<file path="config.mk">
export PLATFORM = sky130hd
export DESIGN_NAME = arith_port_unit
export DESIGN_NICKNAME = d
export VERILOG_FILES = /design/src/rtl/arith_port_unit_pkg.sv /design/src/rtl/arith_port_unit_shift_mul.sv /design/src/rtl/arith_port_unit.sv
export SDC_FILE = /design/constraint.sdc
export NUM_CORES = 1
export LEC_CHECK = 0
export ABC_CLOCK_PERIOD_IN_PS = 1700
export BUFFER_PORTS_ARGS = -buffer_cell sky130_fd_sc_hd__buf_2
export CAP_MARGIN = 40
export CORE_MARGIN = 3
export CORE_UTILIZATION = 30
export DETAILED_ROUTE_END_ITERATION = 16
export PLACE_DENSITY = 0.57
export SYNTH_ARGS = -nofsm -noshare
export SYNTH_HDL_FRONTEND = slang
export SYNTH_HIERARCHICAL = 1
export SYNTH_SLANG_ARGS = --single-unit
export TNS_END_PERCENT = 30
</file>
<file path="constraint.sdc">
create_clock -name clk -period 1.7 [get_ports clk]
set_clock_uncertainty 0.15 [all_clocks]
set_input_delay 0.17 -clock clk [delete_from_list [all_inputs] [get_ports clk]]
set_output_delay 0.17 -clock clk [all_outputs]
set_load 0.02 [all_outputs]
</file>
<file path="src/rtl/arith_port_unit_pkg.sv">
// Shared types for the arithmetic port stage.
// ARITH_PORT_UNIT_MUL_EN adds the MUL op code.
package my_package;

  localparam int ARITH_A_W = 5;

  typedef enum logic [2:0] {
    ADD = 3'd0,
    SUB = 3'd1
`ifdef ARITH_PORT_UNIT_MUL_EN
    ,
    MUL = 3'd2
`endif
  } op_list;

  typedef struct packed {
    op_list                   op;
    logic [ARITH_A_W-1:0]     a;
    logic [ARITH_A_W-1:0]     b;
    logic [2*ARITH_A_W-1:0]   m;
  } port_t;

  typedef enum logic [1:0] {
    IDLE = 2'd0,
    CALC = 2'd1,
    DONE = 2'd2
  } arith_state_t;

endpackage

</file>
<file path="src/rtl/arith_port_unit_shift_mul.sv">
// Iterative unsigned shift-add multiplier, one multiplier bit per cycle.
// Compiled only when ARITH_PORT_UNIT_MUL_EN is defined.
`ifdef ARITH_PORT_UNIT_MUL_EN
module arith_shift_mul
  import my_package::*;
#(
  parameter int A_W = ARITH_A_W,
  parameter int M_W = 2 * A_W
) (
  input  logic           clk,
  input  logic           rst,
  input  logic           start,
  input  logic [A_W-1:0] a,
  input  logic [A_W-1:0] b,
  output logic           done,
  output logic [M_W-1:0] m
);

  localparam logic [2:0] LAST = 3'(A_W - 1);

  logic           busy;
  logic [2:0]     cnt;
  logic [M_W-1:0] mcand;
  logic [M_W-1:0] acc;
  logic [A_W-1:0] mplier;

  // m is the accumulator after the current iteration
  assign m    = mplier[0] ? acc + mcand : acc;
  assign done = busy && (cnt == LAST);

  always_ff @(posedge clk) begin
    if (rst) begin
      busy   <= 1'b0;
      cnt    <= '0;
      mcand  <= '0;
      mplier <= '0;
      acc    <= '0;
    end else if (start) begin
      busy   <= 1'b1;
      cnt    <= '0;
      mcand  <= M_W'(a);
      mplier <= b;
      acc    <= '0;
    end else if (busy) begin
      acc    <= m;
      mcand  <= mcand << 1;
      mplier <= mplier >> 1;
      cnt    <= done ? 3'd0 : cnt + 3'd1;
      busy   <= !done;
    end
  end

endmodule
`endif

</file>
<file path="src/rtl/arith_port_unit.sv">
// Handshaked ADD/SUB stage with registered result and error flag.
// ARITH_PORT_UNIT_MUL_EN adds an iterative MUL through a CALC state.
module arith_port_unit
  import my_package::*;
#(
  parameter int A_W = ARITH_A_W,
  parameter int M_W = 2 * A_W
) (
  input  logic           clk,
  input  logic           rst,
  input  logic           in_valid,
  output logic           in_ready,
  input  op_list         in_op,
  input  logic [A_W-1:0] in_a,
  input  logic [A_W-1:0] in_b,
  output logic           out_valid,
  input  logic           out_ready,
  output logic [M_W-1:0] out_m,
  output logic           out_err
);

  arith_state_t   state, state_nxt;
  logic           in_fire;
  logic           is_mul;
  logic           mul_done;
  logic [M_W-1:0] mul_m;
  logic [M_W-1:0] res_m;
  logic           res_err;

  assign in_ready  = (state == IDLE) && !rst;
  assign in_fire   = in_valid && in_ready;
  assign out_valid = (state == DONE);

`ifdef ARITH_PORT_UNIT_MUL_EN
  assign is_mul = (in_op == MUL);

  arith_shift_mul #(
    .A_W (A_W),
    .M_W (M_W)
  ) u_mul (
    .clk   (clk),
    .rst   (rst),
    .start (in_fire && is_mul),
    .a     (in_a),
    .b     (in_b),
    .done  (mul_done),
    .m     (mul_m)
  );
`else
  assign is_mul   = 1'b0;
  assign mul_done = 1'b0;
  assign mul_m    = '0;
`endif

  always_comb begin
    res_m   = '0;
    res_err = 1'b0;
    case (in_op)
      ADD: res_m = M_W'(in_a) + M_W'(in_b);
      SUB: res_m = M_W'(in_a) - M_W'(in_b);
`ifdef ARITH_PORT_UNIT_MUL_EN
      MUL: res_m = '0;
`endif
      default: res_err = 1'b1;
    endcase
  end

  always_comb begin
    state_nxt = state;
    unique case (state)
      IDLE: if (in_fire) state_nxt = is_mul ? CALC : DONE;
      CALC: if (mul_done) state_nxt = DONE;
      DONE: if (out_ready) state_nxt = IDLE;
      default: state_nxt = IDLE;
    endcase
  end

  always_ff @(posedge clk) begin
    if (rst) state <= IDLE;
    else     state <= state_nxt;
  end

  always_ff @(posedge clk) begin
    if (rst) begin
      out_m   <= '0;
      out_err <= 1'b0;
    end else if (in_fire) begin
      out_m   <= res_m;
      out_err <= res_err;
    end else if (state == CALC && mul_done) begin
      out_m   <= mul_m;
    end
  end

endmodule
</file>
==> metrics <==
status=complete, no violations; root buffer cell=clkbuf_4; CTS tree=built; Cell variety after synth=26; HPWL Detailed=1300 um; Core Box Area=0.00210 mm2; Tmin final=1.57 ns; most frequent cells in the layout=29 x buf_2, 12 x inv_1, 10 x ha_1; post-synthesis sequential area ratio=0.255; crit end category=register; Layout Cells excl Fill=between 100 and 150; Starting Density=0.336; Worst path slowest cell=fa_1; max cap viols=0; FFs w/ async S/R, synth=0; via count=659; full die area=0.00298 mm2; combinational share of power=0.308; critical path launch point type=input pin; Crit Path Class=input pin to register; drt initial violations=4; pre-CTS setup slack=-0.158 ns; clk buf depth=2; layout cells sized above 1=0.305; TritonRoute pass-1 iters=4; H-tree levels=1; internal power=390 uW; row count=16; clk_lat worst skew=0.26 ns; Cell Chain, Critical Path=buf_2, inv_1, ha_1, fa_1, nor2b_1, o21ai_1, a32oi_1, xnor2_1, a22o_1; count of pins over their slew limit=0; Placer Congestion=0.803; Sw Ratio=0.316; top_reg_cell synth=dfxtp_1; mapped cell area=707 um2; Min Hold Slack=0.0192 ns; grt met3 use=0.0354; Port Buf Inserts=29; Remaining Overflow, GRT=0; Antenna Nets Post-Route=0; final hold vios=0; DR DRC count=0; worst path arrival time=1.58 ns; I/O pin count=30; crit path from=in_a[0]; Ant. Diodes=0; cell area after layout=about 920 um2; initial antenna violation count=0; sequential group share of total power=0.396; fmax=637 MHz; largest net degree at the start of global routing=8; Post-Place Cells=140; CP Max Fanout=2; period utilisation layout=0.924; Area growth, synth to finish=30.8%; CP max stage delay=0.39 ns; reg2reg path depth=4; Setup Viol. Count Final=0; global-route wire length before repair=2420 um; LEAKAGE=0.000480 uW; Clk pwr share=0.296; final setup margin=around 0.13 ns; syn nets=113; P per Cell Area=616 mW/mm2; post-placement cell area=888 um2; commonest non-fill, non-tap cell in the layout=buf_2; Post-synth EDFFs=0; Worst Hold Depth=3; GRT met1 Usage=0.144; met2 Resource Use GR=0.165; Rel. slew slack=0.792; Worst Hold Class=input pin to register; Total Wirelength=1440 um; worst endpoint required time=1.71 ns; switching pwr=180 uW; hold_sp=out_ready; CTS resizes=0; clk slew on worst S/H paths=0.06 ns; setup TNS=0 ns; Nets=148; RSZ-0062 raised after global routing=false; Sink Count=9; Synth Register Bits=9; Die Ht=54.5 um; Die X=54.5 um; CTS buffer count=3; Worst VDD drop=0.280 mV; Gate Count Post-Synth=84; Avg WL per Cell=approximately 10 um; pin slew with the least headroom to its limit=0.311 ns; R2R Path Start=state[1]; vias per inst=4.54; Syn. warnings=6; vias in the first global route=598; global-route usage over all layers=0.113; GR peak layer=met2; Syn Area/Cell=8.42 um2
[final timing paths]
kind                            endpoint  slack (ns)
worst max-delay path            out_m[4]        0.13
worst min-delay path            state[1]        0.02
worst max register to register  out_m[5]        0.41
worst min register to register  out_m[2]        0.32
[cells in the mapped netlist, types with 2 or more instances]
master	count	area, um2
nand2_1	4	15.0
ha_1	10	125
xnor2_1	2	17.5
mux2i_1	3	30.0
a21oi_1	6	30.0
a211oi_1	2	15.0
nor2b_1	3	18.8
dfxtp_1	9	180
fa_1	2	40.0
a22o_1	3	26.3
nand3b_1	2	15.0
nor3_1	2	10.0
buf_4	3	22.5
nand2b_1	2	12.5
nand3_1	2	10.0
inv_1	12	45.0
nor2_1	6	22.5
o21ai_0	3	15.0
[through the flow]
| stage | power [uW] | utilization |
|---|---|---|
| 4_1_cts | 577 | 0.440 |
| 6_report | 570 | 0.440 |
| 5_1_grt | 614 | 0.440 |
| 2_1_floorplan | 344 | - |
| 3_3_place_gp | 404 | 0.423 |
| 3_5_place_dp | 407 | 0.423 |
[routing by layer]
layer / vias to the layer above / share of wire / routed length, um
met5: - / 0 / 0
met2: 20 / 0.44 / 637
met1: 285 / 0.46 / 667
met3: 4 / 0.080 / 116
li1: 350 / - / -
met4: 0 / 0.015 / 22
[timing repair]
item / in CTS / in global routing
setup buffers: 0 / 0
hold buffers: 1 / 0
hold endpoints to repair: 3 / 0
[logic make-up (layout without fill, tap and decap cells)]
family                     count (synthesis)  after routing  synth area share
DFF                                        9              9             0.255
buffers and inverters                     16             50             0.103
adders and majority gates                 12             12             0.234
muxes                                      3              3            0.0425
and+or+nand+nor                           23             23             0.166
AOI/OAI and AO/OA                         18             18             0.163
xor gates and xnor gates                   3              3            0.0372
[worst max-delay path, delay by kind of cell]
family	cells	cell delay, ns
compound gates	3	0.48
xor+xnor	1	0.09
fa+ha+maj	2	0.59
buf+inv	2	0.13
simple gates	1	0.12
[sequential cells by signal (all words and copies together) (netlist names)]
name and cells:
out_err 1, out_m 7, state 1
[power groups by stage]
stage / sequential (uW) / clock (uW) / combinational, uW
after global placement: 230 / 0 / 174
after floorplan: 242 / 0 / 102
after global routing: 227 / 186 / 201
after detailed placement: 230 / 0 / 177
after CTS: 226 / 173 / 179
final: 226 / 169 / 175
[cell type report]
cell class | instances | area (um2)
clock buffers | 4 | 26.3
flip-flops and latches | 9 | 180
multi-input cells | 59 | 454
well taps | 27 | 33.8
inverters | 12 | 45.0
fillers | 223 | 1180
repair buffers | 34 | 185
Power figures use the tool's default switching activity.
